`config.mk`:
```
export PLATFORM = sky130hd
export DESIGN_NAME = load_store_extend_controller
export DESIGN_NICKNAME = d
export VERILOG_FILES = /design/src/rtl/load_store_extend_controller.sv
export SDC_FILE = /design/constraint.sdc
export NUM_CORES = 1
export LEC_CHECK = 0
export ABC_CLOCK_PERIOD_IN_PS = 7670
export CAP_MARGIN = 25
export CORE_UTILIZATION = 40
export DETAILED_ROUTE_END_ITERATION = 8
export PLACE_DENSITY = 0.72
export RECOVER_POWER = 25
export SLEW_MARGIN = 20
export SYNTH_ARGS = -nofsm -noshare
export SYNTH_HDL_FRONTEND = slang
export SYNTH_SLANG_ARGS = --single-unit
export TNS_END_PERCENT = 20
```
`constraint.sdc`:
```
create_clock -name Clk -period 7.67 [get_ports Clk]
set_clock_uncertainty 0.2 [all_clocks]
set_input_delay 1.534 -clock Clk [delete_from_list [all_inputs] [get_ports Clk]]
set_output_delay 1.534 -clock Clk [all_outputs]
set_load 0.005 [all_outputs]
```
`src/rtl/load_store_extend_controller.sv`:
```
// Load/store sequencer between the MEM pipeline register and data memory.
// Ports: Clk/Reset; Req/Op/Addr/WData in; Mem* memory side; RData/Done/Busy/Err* out.
module load_store_extend_controller #(
    parameter int unsigned TIMEOUT = 15
) (
    input  logic        Clk,
    input  logic        Reset,
    input  logic        Req,
    input  logic [2:0]  Op,
    input  logic [31:0] Addr,
    input  logic [31:0] WData,
    input  logic [31:0] MemRData,
    input  logic        MemReady,
    output logic        MemEn,
    output logic        MemWe,
    output logic [31:0] MemAddr,
    output logic [3:0]  MemByteEn,
    output logic [31:0] MemWData,
    output logic [31:0] RData,
    output logic        Done,
    output logic        Busy,
    output logic        ErrMisalign,
    output logic        ErrTimeout
);

    localparam logic [2:0] S_IDLE  = 3'd0;
    localparam logic [2:0] S_ISSUE = 3'd1;
    localparam logic [2:0] S_RESP  = 3'd2;
    localparam logic [2:0] S_ERR   = 3'd3;
    localparam logic [2:0] S_TOUT  = 3'd4;

    localparam logic [2:0] OP_LW  = 3'b000;
    localparam logic [2:0] OP_LH  = 3'b001;
    localparam logic [2:0] OP_LHU = 3'b010;
    localparam logic [2:0] OP_LB  = 3'b011;
    localparam logic [2:0] OP_LBU = 3'b100;
    localparam logic [2:0] OP_SW  = 3'b101;
    localparam logic [2:0] OP_SH  = 3'b110;
    localparam logic [2:0] OP_SB  = 3'b111;

    localparam logic [7:0] T_LAST = 8'(TIMEOUT - 1);

    logic [2:0]  state_q, state_d;
    logic [7:0]  cnt_q, cnt_d;
    logic [2:0]  op_q, op_d;
    logic [31:0] addr_q, addr_d;
    logic [31:0] wdata_q, wdata_d;
    logic [31:0] rdata_q, rdata_d;
    logic        emis_q, emis_d;
    logic        eto_q, eto_d;

    logic        req_mis;
    logic        st_q;
    logic [7:0]  lane_b;
    logic [15:0] lane_h;
    logic [31:0] ext;
    logic [3:0]  be;
    logic [31:0] wd;

    // Alignment check on the incoming request (byte ops never misalign).
    always_comb begin
        req_mis = 1'b0;
        unique case (Op)
            OP_LW, OP_SW:         req_mis = |Addr[1:0];
            OP_LH, OP_LHU, OP_SH: req_mis = Addr[0];
            default:              req_mis = 1'b0;
        endcase
    end

    assign st_q = (op_q == OP_SW) || (op_q == OP_SH) || (op_q == OP_SB);

    // Little-endian lane selection from the latched address.
    always_comb begin
        lane_b = MemRData[7:0];
        unique case (addr_q[1:0])
            2'd0: lane_b = MemRData[7:0];
            2'd1: lane_b = MemRData[15:8];
            2'd2: lane_b = MemRData[23:16];
            2'd3: lane_b = MemRData[31:24];
            default: lane_b = MemRData[7:0];
        endcase
    end

    assign lane_h = addr_q[1] ? MemRData[31:16] : MemRData[15:0];

    always_comb begin
        ext = 32'd0;
        unique case (op_q)
            OP_LW:   ext = MemRData;
            OP_LH:   ext = {{16{lane_h[15]}}, lane_h};
            OP_LHU:  ext = {16'd0, lane_h};
            OP_LB:   ext = {{24{lane_b[7]}}, lane_b};
            OP_LBU:  ext = {24'd0, lane_b};
            default: ext = 32'd0;
        endcase
    end

    // Lane enables and replicated store data for the latched access.
    always_comb begin
        be = 4'b1111;
        wd = 32'd0;
        unique case (op_q)
            OP_LH, OP_LHU: be = addr_q[1] ? 4'b1100 : 4'b0011;
            OP_LB, OP_LBU: be = 4'b0001 << addr_q[1:0];
            OP_SW: begin
                be = 4'b1111;
                wd = wdata_q;
            end
            OP_SH: begin
                be = addr_q[1] ? 4'b1100 : 4'b0011;
                wd = {2{wdata_q[15:0]}};
            end
            OP_SB: begin
                be = 4'b0001 << addr_q[1:0];
                wd = {4{wdata_q[7:0]}};
            end
            default: be = 4'b1111;
        endcase
    end

    always_comb begin
        state_d = state_q;
        cnt_d   = cnt_q;
        op_d    = op_q;
        addr_d  = addr_q;
        wdata_d = wdata_q;
        rdata_d = rdata_q;
        emis_d  = emis_q;
        eto_d   = eto_q;
        unique case (state_q)
            S_IDLE: begin
                if (Req) begin
                    op_d    = Op;
                    addr_d  = Addr;
                    wdata_d = WData;
                    cnt_d   = 8'd0;
                    if (req_mis) begin
                        state_d = S_ERR;
                        rdata_d = 32'd0;
                        emis_d  = 1'b1;
                        eto_d   = 1'b0;
                    end else begin
                        state_d = S_ISSUE;
                    end
                end
            end
            S_ISSUE: begin
                // A ready on the last allowed cycle still completes normally.
                if (MemReady) begin
                    state_d = S_RESP;
                    rdata_d = st_q ? 32'd0 : ext;
                    emis_d  = 1'b0;
                    eto_d   = 1'b0;
                end else if (cnt_q == T_LAST) begin
                    state_d = S_TOUT;
                    rdata_d = 32'd0;
                    emis_d  = 1'b0;
                    eto_d   = 1'b1;
                end else begin
                    cnt_d = cnt_q + 8'd1;
                end
            end
            S_RESP, S_ERR, S_TOUT: state_d = S_IDLE;
            default: state_d = S_IDLE;
        endcase
    end

    always_ff @(posedge Clk or posedge Reset) begin
        if (Reset) begin
            state_q <= S_IDLE;
            cnt_q   <= 8'd0;
            op_q    <= 3'd0;
            addr_q  <= 32'd0;
            wdata_q <= 32'd0;
            rdata_q <= 32'd0;
            emis_q  <= 1'b0;
            eto_q   <= 1'b0;
        end else begin
            state_q <= state_d;
            cnt_q   <= cnt_d;
            op_q    <= op_d;
            addr_q  <= addr_d;
            wdata_q <= wdata_d;
            rdata_q <= rdata_d;
            emis_q  <= emis_d;
            eto_q   <= eto_d;
        end
    end

    // Strobes are pure state decodes so reset removes them asynchronously.
    assign MemEn       = (state_q == S_ISSUE);
    assign MemWe       = MemEn && st_q;
    assign MemAddr     = {addr_q[31:2], 2'b00};
    assign MemByteEn   = MemEn ? be : 4'b0000;
    assign MemWData    = MemEn ? wd : 32'd0;
    assign RData       = rdata_q;
    assign Done        = (state_q == S_RESP) || (state_q == S_ERR) ||
                         (state_q == S_TOUT);
    assign Busy        = (state_q != S_IDLE);
    assign ErrMisalign = emis_q;
    assign ErrTimeout  = eto_q;

endmodule
```
==> flow_results.org <==
** Worst setup path
- Capture instance of the worst register-to-register path :: RData[4]
- The cell family contributing the most delay on the critical path is flip-flops.
- Longest individual stage delay on the worst path :: 0.93 ns
- Cell with the largest stage delay on the worst path :: sky130_fd_sc_hd__dfrtp_1
- Setup slack on the worst flop-to-flop path :: 5.02 ns
- Data required, critical path :: 5.94 ns
- Type of the worst setup path :: flop to primary output
- Arrival time worst endpoint :: 3.19 ns
- In this run the critical register-to-register path is launched from addr_q[1].
- Crit Path Max Fanout :: 28
- The critical path goes through o21ai_0 > nor4_4 > o21bai_1 > a32o_1 > clkdlybuf4s50_1.
- The worst setup path is captured at a primary output.
- STA classifies the critical path startpoint as a flop.
- Logic depth of the worst register-to-register path :: 5
- Count of buffer and inverter cells on the critical path :: 1

** STA
- Dividing the final minimum period by the clock period gives 64.1%.
- TNS Setup :: 0 ns
- Final setup vio count :: 0
- The tightest hold path in the finished design has a slack of 0.269 ns.
- For the pin with the worst max-slew slack, the measured transition is 2.33 ns.
- The smallest clock period supported by the final layout is computed as 4.92 ns.
- The final-report hold violation count came to 0.
- Setup ws final :: 2.75 ns
- Normalized max-slew margin :: -56.0%
- Peak clock frequency supported by timing :: 203 MHz
- Unrepaired setup endpoints after global routing :: false
- The max-slew violation count is 54.

** Clocking
- Clock Tree Buf Depth :: 2
- Total of cells resized after clock tree synthesis :: 0
- Clock-pin slew was measured on the worst setup and hold paths at 0.07 ns.
- Clock tree synthesis inserted a total of 9 buffers.
- H-tree depth :: 3
- TritonCTS built the clock tree.
- The later pin in the worst-skew pair is clocked with a latency of 0.35 ns.
- CTS sink count :: 112
- Cts-stage hold buffer count :: 0
- Postcts setup bufs :: 0
- CTS placed an instance of sky130_fd_sc_hd__clkbuf_16 at the clock tree root.

** Drt
- Initial DRT Pass Iterations :: 5
- Using the TritonRoute via totals, the vias-per-cell ratio works out to 5.23.
- Amount of wire on met3 after detailed routing :: 1.28 mm
- In the final routing, the length of wire on met1 measures 7.86 mm.
- Wires add up to 17.4 mm.
- Total via count after detailed routing :: 5429
- Detail Route Antenna Nets :: 0
- After the first detailed-routing iteration, the DRC count stood at 600.
- After detailed routing, the number of remaining DRC violations is 0.
- After detailed routing, the met2 layer carries 8.00 mm of wire.
- After detailed routing, the average wire length per cell comes to 16.8 um.
- In this run the top signal layer used is met4.

** Synth
- By instance count, the leading cell after synthesis is sky130_fd_sc_hd__nand2_1.
- Post-synthesis instance area :: 6150 um2
- Leading cell types by total area after synthesis :: sky130_fd_sc_hd__dfrtp_1 46%, sky130_fd_sc_hd__nand2_1 13%, sky130_fd_sc_hd__o2bb2ai_1 4.6%
- After technology mapping, the gate count stands at 706.
- Most instantiated cells after synthesis :: 218 x sky130_fd_sc_hd__nand2_1, 112 x sky130_fd_sc_hd__dfrtp_1, 38 x sky130_fd_sc_hd__o21ai_0
- Top FF cell, synth :: sky130_fd_sc_hd__dfrtp_1
- Number of distinct library cells after synthesis :: 47
- Register bit total from synthesis :: 112
- Avg Inst Size Synth :: 8.71 um2
- For this run, asynchronously set or reset flops after synthesis account for 100%.
- The largest total area in the synthesized netlist belongs to sky130_fd_sc_hd__dfrtp_1.
- In this run, synthesis inferred 0 flip-flops with an integrated enable.
- In this run the biggest area consumer among cell types represents 45.6% of the synthesized area.
- Summing the sequential cell areas from Yosys gives 45.6% of the chip area.
- For this run, the number of Yosys warnings is 0.

** Final layout
- The filler cells instantiated in the layout total 1333.
- Relative to the synthesized area, the layout overhead comes to 36.4%.
- Total number of nets in the final design :: 954
- Fraction of final layout cells with drive strength greater than 1 :: 5.39%
- Summing all flip-flop and latch instances after layout gives 2810 um2.
- Summing all multi-input logic gate instances after layout gives 2790 um2.
- Diode insertion count for antenna repair :: 0

** Power
- IR Drop Worst-Case VDD :: 0.159 mV
- Power density relative to cell area :: 346 nW/um2
- Reported leakage power :: 0.00370 uW
- Design Power :: 2900 uW

** Outcome
- The checks that failed: capacitance limit, slew limit.
- Outcome :: finished, violations left

** Floorplan
- Pin placement for this block handled 209 I/O pins.
- Overall die height :: 126 um
- Die outline width :: 126 um
- Die Outline Area :: 15900 um2
- CORE AREA :: 14800 um2
- Starting utilization of the core area :: 41.7%
- Site row count :: 44

** GRT
- Total track usage :: 22.4%
- The initial antenna violation count is 0.
- Remaining Overflow, GRT :: 0
- The first global-routing pass estimated 27.7 mm of wire.
- Entering global routing, the biggest net connects 78 pins.
- Via count of the first global-routing pass :: 5130

** Place
- Final estimated routing congestion in global placement :: 0.833
- OpenSTA, run right after detailed placement, puts the worst setup slack at 2.95 ns.
- Count of buffers inserted at the top-level ports :: 206
- Post-DP HPWL :: 12.1 mm

** Min path
- Hold worst-path end :: addr_q[18]
- Along the worst hold path, the cell count comes to 2.
- The startpoint identified for the worst hold timing path is addr_q[18].
- The min-delay analysis places its worst path in the category flop to flop.

** Job
- Max Cap Viol :: 1
==> through the flow <==
| step | util (%) | instance area (um2) | std cells |
|---|---|---|---|
| final | 56.8 | 8380 | 1038 |
| after global routing | 56.8 | 8380 | 1038 |
| after CTS | 56.7 | 8360 | 1037 |
| after detailed placement | 54.5 | 8040 | 1021 |
| after global placement | 54.4 | 8030 | 1020 |
| after floorplan | - | 6150 | 707 |
==> cells in the final DEF, fill, tap and decap left out, types with 2 or more instances in the layout <==
cell                              netlist  layout
sky130_fd_sc_hd__a211oi_1               3       3
sky130_fd_sc_hd__dlygate4sd3_1          0      31
sky130_fd_sc_hd__clkinvlp_4             0       2
sky130_fd_sc_hd__mux2_2                 2       2
sky130_fd_sc_hd__conb_1                 1       2
sky130_fd_sc_hd__nand2b_1               2       2
sky130_fd_sc_hd__nand2_1              218     217
sky130_fd_sc_hd__nor2b_1               34      33
sky130_fd_sc_hd__dfrtp_2                0       2
sky130_fd_sc_hd__o21ai_0               38      38
sky130_fd_sc_hd__xnor2_1                6       6
sky130_fd_sc_hd__a22o_1                 9       9
sky130_fd_sc_hd__clkdlybuf4s50_1        0     175
sky130_fd_sc_hd__nor2_1                12      12
sky130_fd_sc_hd__and3_1                 2       2
sky130_fd_sc_hd__a21oi_1               27      27
sky130_fd_sc_hd__mux4_2                 9       9
sky130_fd_sc_hd__inv_1                 24      23
sky130_fd_sc_hd__nor3_1                 3       3
sky130_fd_sc_hd__buf_4                 32       8
sky130_fd_sc_hd__a22oi_1               24      24
sky130_fd_sc_hd__nor2_2                 2       2
sky130_fd_sc_hd__nor4_1                 2       2
sky130_fd_sc_hd__ha_1                   2       2
sky130_fd_sc_hd__bufinv_16              0       2
sky130_fd_sc_hd__o21bai_1               2       2
sky130_fd_sc_hd__a221oi_1              17      17
sky130_fd_sc_hd__o2bb2ai_1             32      32
sky130_fd_sc_hd__clkbuf_16              0       9
sky130_fd_sc_hd__nand3_1                5       5
sky130_fd_sc_hd__dfrtp_1              112     110
sky130_fd_sc_hd__and2_1                17      16
==> cell families (layout without fill, tap and decap cells) <==
kind of cell    Yosys count  after routing  synth area share [%]
simple gates            304            304                  21.8
compound gates          160            160                  18.1
flops                   112            112                  45.6
buf+inv                 109            256                  9.30
mux                      12             12                  3.83
xor+xnor                  6              6                 0.855
fa+ha+maj                 2              2                 0.407
other cells               1              2                0.0610
==> registers in the layout, summed over array words and instances, names as in the netlist <==
register,flops
RData,32
op_q,3
ErrMisalign,1
ErrTimeout,1
wdata_q,32
addr_q,32
cnt_q,8
state_q,3
==> tightest hold or removal path, delay by kind of cell, from the launching register on <==
family	cells	cell delay, ns
AND/OR/NAND/NOR	2	0.10
flip-flops	1	0.34
==> power breakdown <==
part	switching, uW	leakage (uW)	internal (uW)
clock network	216	0.000152	295
registers	255	0.00143	828
logic	627	0.00212	681
total	1100	0.00370	1800
==> layout make-up <==
type	count	share of cell area (%)
inverters	25	1.13
well taps	184	2.75
repair buffers	215	25.5
flip-flops and latches	112	33.5
multi-input cells	486	33.3
clock buffers	11	2.90
clock inverters	5	0.955
==> metal layers <==
metal,vias up,global-route usage (%)
met5,-,0
met4,0,5.95
met1,2558,30.7
met2,208,34.4
met3,20,6.88
li1,2643,-
==> worst max-delay path by stage <==
stage	slack (ns)	cells after the start	endpoint	from
2_1_floorplan	2.98	1	ErrMisalign	Reset
3_3_place_gp	3.00	5	MemWData[15]	op_q[0]
3_5_place_dp	2.95	5	MemWData[15]	op_q[0]
4_1_cts	2.55	5	MemWData[15]	op_q[0]
5_1_grt	2.54	5	MemWData[15]	op_q[2]
6_report	2.75	5	MemWData[15]	op_q[2]
Power figures use the tool's default switching activity.
